## config.mk

```make
export PLATFORM = sky130hd
export DESIGN_NAME = autoapproach_loop
export DESIGN_NICKNAME = d
export VERILOG_FILES = /design/src/rtl/autoapproach_pkg.sv /design/src/rtl/approach_hit_filter.sv /design/src/rtl/autoapproach_loop.sv
export SDC_FILE = /design/constraint.sdc
export NUM_CORES = 1
export LEC_CHECK = 0
export ABC_AREA = 1
export BUFFER_PORTS_ARGS = -buffer_cell sky130_fd_sc_hd__clkbuf_2
export CAP_MARGIN = 20
export CORE_UTILIZATION = 36
export CTS_CLUSTER_DIAMETER = 200
export DETAILED_ROUTE_END_ITERATION = 10
export GPL_ROUTABILITY_DRIVEN = 0
export SLEW_MARGIN = 20
export SYNTH_ARGS = -nofsm -noshare
export SYNTH_HDL_FRONTEND = slang
export SYNTH_SLANG_ARGS = --single-unit
```

## constraint.sdc

```tcl
create_clock -name clk -period 6.72 [get_ports clk]
set_input_delay 0.336 -clock clk [delete_from_list [all_inputs] [get_ports clk]]
set_output_delay 0.336 -clock clk [all_outputs]
set_load 0.005 [all_outputs]
```

## src/rtl/autoapproach_pkg.sv

```systemverilog
// autoapproach_pkg: shared state encoding and DAC command default for the approach loop.
package autoapproach_pkg;
   typedef enum logic [5:0] {
      S_IDLE      = 6'b000001,
      S_FETCH     = 6'b000010,
      S_DAC_WAIT  = 6'b000100,
      S_ADC_WAIT  = 6'b001000,
      S_DETECTED  = 6'b010000,
      S_EXHAUSTED = 6'b100000
   } state_t;
   localparam logic [3:0] DAC_CMD_DEFAULT = 4'b0001;
endpackage

```

## src/rtl/approach_hit_filter.sv

```systemverilog
// approach_hit_filter: signed threshold compare with consecutive-hit confirmation.
// confirmed is combinational: it reports whether the sample being presented completes the run.
module approach_hit_filter #(
   parameter int ADC_WID = 18,
   parameter int CNT_WID = 16
) (
   input  logic                      clk,
   input  logic                      rst_n,
   input  logic                      clear,
   input  logic                      sample,
   input  logic                      polarity,
   input  logic signed [ADC_WID-1:0] measurement,
   input  logic signed [ADC_WID-1:0] setpoint,
   input  logic [CNT_WID-1:0]        confirm_count,
   output logic                      confirmed
);
   logic               hit;
   logic [CNT_WID-1:0] hit_count, next_count, target;
   always_comb begin
      hit        = polarity ? (measurement >= setpoint) : (measurement <= setpoint);
      target     = (confirm_count == '0) ? CNT_WID'(1) : confirm_count;
      next_count = hit ? ((&hit_count) ? hit_count : hit_count + CNT_WID'(1)) : '0;
      confirmed  = hit && (next_count >= target);
   end
   always_ff @(posedge clk or negedge rst_n)
      if (!rst_n) hit_count <= '0;
      else if (clear) hit_count <= '0;
      else if (sample) hit_count <= next_count;
endmodule

```

## src/rtl/autoapproach_loop.sv

```systemverilog
// autoapproach_loop: steps a waveform into a DAC, measures after each step and stops on
// a confirmed threshold crossing or after a bounded number of waveform passes.
module autoapproach_loop
   import autoapproach_pkg::*;
#(
   parameter int         DAC_DATA_WID = 20,
   parameter int         DAC_WID      = 24,
   parameter int         ADC_WID      = 18,
   parameter int         CNT_WID      = 16,
   parameter logic [3:0] DAC_CMD      = DAC_CMD_DEFAULT
) (
   input  logic                      clk,
   input  logic                      rst_n,
   input  logic                      arm,
   input  logic                      polarity,
   input  logic signed [ADC_WID-1:0] setpoint,
   input  logic [CNT_WID-1:0]        confirm_count,
   input  logic [CNT_WID-1:0]        max_loops,
   input  logic [DAC_DATA_WID-1:0]   word,
   input  logic                      word_ok,
   input  logic                      word_last,
   output logic                      word_next,
   output logic                      word_rst,
   output logic                      dac_arm,
   output logic [DAC_WID-1:0]        dac_out,
   input  logic                      dac_finished,
   output logic                      adc_arm,
   input  logic                      adc_finished,
   input  logic signed [ADC_WID-1:0] measurement,
   output logic                      stopped,
   output logic                      detected,
   output logic                      exhausted,
   output logic [CNT_WID-1:0]        step_count,
   output logic [CNT_WID-1:0]        loop_count,
   output logic signed [ADC_WID-1:0] last_meas
);
   state_t                    state;
   logic signed [ADC_WID-1:0] sp_q;
   logic [CNT_WID-1:0]        confirm_q, max_q, step_inc, loop_inc;
   logic                      pol_q, last_q, confirmed;
   always_comb begin
      step_inc = (&step_count) ? step_count : step_count + CNT_WID'(1);
      loop_inc = (&loop_count) ? loop_count : loop_count + CNT_WID'(1);
   end
   approach_hit_filter #(.ADC_WID(ADC_WID), .CNT_WID(CNT_WID)) u_filter (
      .clk          (clk),
      .rst_n        (rst_n),
      .clear        (state == S_IDLE),
      .sample       ((state == S_ADC_WAIT) && adc_finished && arm),
      .polarity     (pol_q),
      .measurement  (measurement),
      .setpoint     (sp_q),
      .confirm_count(confirm_q),
      .confirmed    (confirmed)
   );
   always_ff @(posedge clk or negedge rst_n)
      if (!rst_n) begin
         state      <= S_IDLE;
         stopped    <= 1'b1;
         word_rst   <= 1'b1;
         word_next  <= 1'b0;
         dac_arm    <= 1'b0;
         adc_arm    <= 1'b0;
         dac_out    <= '0;
         detected   <= 1'b0;
         exhausted  <= 1'b0;
         step_count <= '0;
         loop_count <= '0;
         last_meas  <= '0;
         sp_q       <= '0;
         confirm_q  <= '0;
         max_q      <= '0;
         pol_q      <= 1'b0;
         last_q     <= 1'b0;
      end else begin
         case (state)
            S_IDLE: if (arm) begin
               state      <= S_FETCH;
               word_next  <= 1'b1;
               stopped    <= 1'b0;
               word_rst   <= 1'b0;
               step_count <= '0;
               loop_count <= '0;
               sp_q       <= setpoint;
               confirm_q  <= confirm_count;
               max_q      <= max_loops;
               pol_q      <= polarity;
            end
            S_FETCH: begin
               word_rst <= 1'b0;
               if (!arm) begin
                  state     <= S_IDLE;
                  word_next <= 1'b0;
                  stopped   <= 1'b1;
                  word_rst  <= 1'b1;
               end else if (word_ok) begin
                  state     <= S_DAC_WAIT;
                  word_next <= 1'b0;
                  dac_out   <= {DAC_CMD, word};
                  dac_arm   <= 1'b1;
                  last_q    <= word_last;
               end
            end
            S_DAC_WAIT: if (dac_finished) begin
               dac_arm    <= 1'b0;
               step_count <= step_inc;
               if (!arm) begin
                  state    <= S_IDLE;
                  stopped  <= 1'b1;
                  word_rst <= 1'b1;
               end else begin
                  state   <= S_ADC_WAIT;
                  adc_arm <= 1'b1;
               end
            end
            S_ADC_WAIT: if (adc_finished) begin
               adc_arm   <= 1'b0;
               last_meas <= measurement;
               if (!arm) begin
                  state    <= S_IDLE;
                  stopped  <= 1'b1;
                  word_rst <= 1'b1;
               end else if (confirmed) begin
                  state    <= S_DETECTED;
                  detected <= 1'b1;
               end else if (!last_q) begin
                  state     <= S_FETCH;
                  word_next <= 1'b1;
               end else begin
                  // end of pass: rewind the source and either stop or start the next pass
                  loop_count <= loop_inc;
                  step_count <= '0;
                  word_rst   <= 1'b1;
                  if (max_q != '0 && loop_inc == max_q) begin
                     state     <= S_EXHAUSTED;
                     exhausted <= 1'b1;
                  end else begin
                     state     <= S_FETCH;
                     word_next <= 1'b1;
                  end
               end
            end
            S_DETECTED, S_EXHAUSTED: begin
               word_rst <= 1'b0;
               if (!arm) begin
                  state     <= S_IDLE;
                  detected  <= 1'b0;
                  exhausted <= 1'b0;
                  stopped   <= 1'b1;
                  word_rst  <= 1'b1;
               end
            end
            default: begin
               state     <= S_IDLE;
               stopped   <= 1'b1;
               word_rst  <= 1'b1;
               word_next <= 1'b0;
               dac_arm   <= 1'b0;
               adc_arm   <= 1'b0;
               detected  <= 1'b0;
               exhausted <= 1'b0;
            end
         endcase
      end
endmodule

```

==> flow_summary.yaml <==
run_status:
  status: "complete, but fails checks"
  violations: "negative hold slack"
final_layout:
  antennaDiodeCount: 0
  area_delta_synth_final_pct: 19.2
  layout.nets: 1456
  layout-drive-gt1-share: 0.200
  fillers: 2405
logic_synthesis:
  netlist_top_cells_area: "dfrtp_1 42%, nand2_1 16%, inv_1 5.9%, ha_1 5.2%, nor2_1 4.5%"
  seq_area_frac_synth: 0.431
  yosys.area.top_type: "dfrtp_1"
  ys_types: 48
  yosysTopAreaCellShare: 0.422
  syn_area_um2: 8840
  ys_ff_latch: 152
  synth_cells: 1158
  avgSynthCellArea_um2: 7.64
  yosys_warnings: 0
floorplan:
  coreArea_um2: 23800
  rows: 56
  die_area_um2: 25200
  start_util: 0.372
  ioPinCount: 177
  die_h_um: 159
  die_x_um: 159
clocking:
  post_cts.repair.setup_buffers: 0
  cts_tree: "built"
  numCtsBuffers: 17
  clk_pin_slew_ns: 0.07
  hold_buffers: 0
  ctsRootBufferMaster: "clkbuf_16"
  cts.sinks: 152
  cts_htree_levels: 4
  max-clock-path-buffers: 2
  cts_resized: 0
  insertion_delay_ns: 0.43
timing:
  final.period_utilization: 0.594
  finalSetupViolCount: 0
  whs_ns: -0.0257
  fmax_ghz: 0.251
  rsz0062_at_grt: "no"
  fin_skew_ns: 0.00956
  finalCriticalPeriod_ns: 3.99
  worstMarginPinSlew_ns: 0.925
  slew_headroom: 0.382
  slew_violations: 0
  hold_violations: 34
  finalSetupTns_ns: 0
job:
  maxCapViolCount: 0
worst_setup_path:
  criticalPathCategory: "reg -> reg"
  cp.required_ns: 7.09
  startpoint_type: "flip-flop"
  endpoint_kind: "flip-flop"
  reg2regPathDepth: 21
  arrival_ns: 4.36
  crit_fanout: 16
power_and_ir_drop:
  finalPower_mw: 3.53
  power.density_nw_per_um2: 335
  p_leak_nw: 5.50
  clock_power_share: 0.260
  swShare: 0.390
  power_frac_seq: 0.381
  pwr-share-comb: 0.359
  p_int_mw: 2.15
  peakVddDrop_v: 0.000161
  p_sw_mw: 1.38
routing:
  drc_errors: 0
  ant_nets: 0
  routed_wl_mm: 23.1
  detail_route.iter0.violations: 418
  drtPass1Iterations: 5
  drt-vias-per-instance: 4.72
  vias: 7809
  wl_per_cell_um: 14.0
grt:
  grt_max_degree: 92
  antenna_found_initial: 1
  grt_pass1_wl_mm: 39.2
  grt_pass1_vias: 7803
  grt.overflow.total: 0
  grt_usage: 0.192
place:
  dpl.hpwl_mm: 17.2
  portBuffers: 173
min_path:
  hold_path.class: "in -> async"
## cell type report
cell class	count	area (µm²)	area share
repair buffers	176	895	0.0848
clock inverters	13	113	0.0107
clock buffers	19	443	0.0420
well taps	319	399	0.0379
multi-input cells	830	4340	0.411
flip-flops and latches	152	3810	0.361
inverters	146	551	0.0522
## cell usage after synthesis (all sizes together)
cell type	n
clkbuf	19
a21o	1
a31oi	2
nand2	381
o211ai	2
xor2	26
inv	145
a21boi	1
ha	37
nand4	19
a31o	1
o2111ai	2
nand3b	2
mux2	21
o21ai	79
o22ai	15
or2	2
nand3	53
a41o	1
buf	13
conb	1
a21oi	27
xnor2	5
dfstp	3
nor2	116
clkinv	1
nor3	19
o21bai	4
and3	2
dfrtp	149
nor4	9
## cell usage in the layout, fill, tap and decap left out, types with 9 or more instances in the layout
cell       Yosys  layout
a21oi_1       27      27
clkbuf_16      0      17
clkbuf_2       0     172
dfrtp_1      149     149
ha_1          37      37
inv_1        139     139
mux2_2        21      21
nand2_1      369     369
nand3_1       50      50
nand4_1       18      18
nor2_1       107     106
nor3_1        17      17
nor4_1         9       9
o21ai_0       77      77
o22ai_1       15      15
xor2_1        26      26
## per-layer routing
layer | GRT usage | vias up | part of all wire | wire [µm]
met1 | 0.257 | 3559 | 0.48 | 11000
li1 | - | 4033 | - | -
met2 | 0.302 | 189 | 0.45 | 10400
met3 | 0.0496 | 26 | 0.057 | 1330
met4 | 0.0574 | 2 | 0.015 | 345
met5 | 0 | - | 0.00073 | 17
## critical path, stage by stage (launching register included)
cell and delay (ns):
dfrtp_1 0.39, ha_1 0.21, nand3_1 0.20, nor2_1 0.24, nand2_1 0.08, nor2_1 0.16, nand2_1 0.17, nand3_1 0.15
nor3_1 0.07, xnor2_1 0.11, or2_2 0.28, inv_1 0.06, ha_1 0.23, a21oi_1 0.13, o21ai_0 0.09, a21oi_1 0.16
nand3_1 0.22, nand3_4 0.19, nand2_4 0.07, nor3_4 0.53, nand2_1 0.11, nand2_1 0.09
## path summary, 6_finish.rpt
path	start	endpoint	slack, ns
hold reg to reg	stopped	stopped	0.47
setup / recovery	u_filter.hit_count[0]	loop_count[15]	2.73
hold / removal	rst_n	last_meas[6]	-0.03
setup reg to reg	u_filter.hit_count[0]	loop_count[15]	2.73
max in group asynchronous	rst_n	step_count[7]	5.38
min in group clk	confirm_count[0]	confirm_q[0]	0.10
## power groups by stage
stage	Clock [mW]	Combinational (mW)	Sequential, mW
final	0.919	1.27	1.35
after global routing	0.977	1.47	1.38
after CTS	0.943	1.29	1.35
after detailed placement	0	1.29	1.36
after global placement	0	1.26	1.36
after floorplan	0	0.880	1.34
## state kept, by name, summed over array words and instances, names as in the netlist
name                cells
confirm_q              16
word_rst                1
sp_q                   18
max_q                  16
loop_count             16
stopped                 1
dac_out                21
exhausted               1
detected                1
adc_arm                 1
pol_q                   1
u_filter.hit_count     16
state                   6
dac_arm                 1
last_meas              18
step_count             16
word_next               1
last_q                  1
## cells by family after synthesis
| logic type | synth area share |
|---|---|
| AND/OR/NAND/NOR | 0.296 |
| buffers and inverters | 0.0808 |
| flip-flops | 0.431 |
| AO/OA/AOI/OAI | 0.0829 |
| adder cells (fa/ha/maj) | 0.0523 |
| XOR/XNOR | 0.0307 |
| multiplexers | 0.0267 |
| other | 0.000424 |
## stage by stage
step	hold slack, ns	cell area [µm²]	cells	util	worst slack, ns
2_1_floorplan	0.0404	8850	1160	-	3.40
3_3_place_gp	0.447	9990	1623	0.421	2.90
3_5_place_dp	0.457	9990	1623	0.421	2.68
4_1_cts	0.00193	10500	1655	0.444	2.73
5_1_grt	0.0472	10500	1655	0.444	2.28
6_report	-0.0257	10500	1655	0.444	2.73
Note: power is estimated with default switching activity, not from simulation.
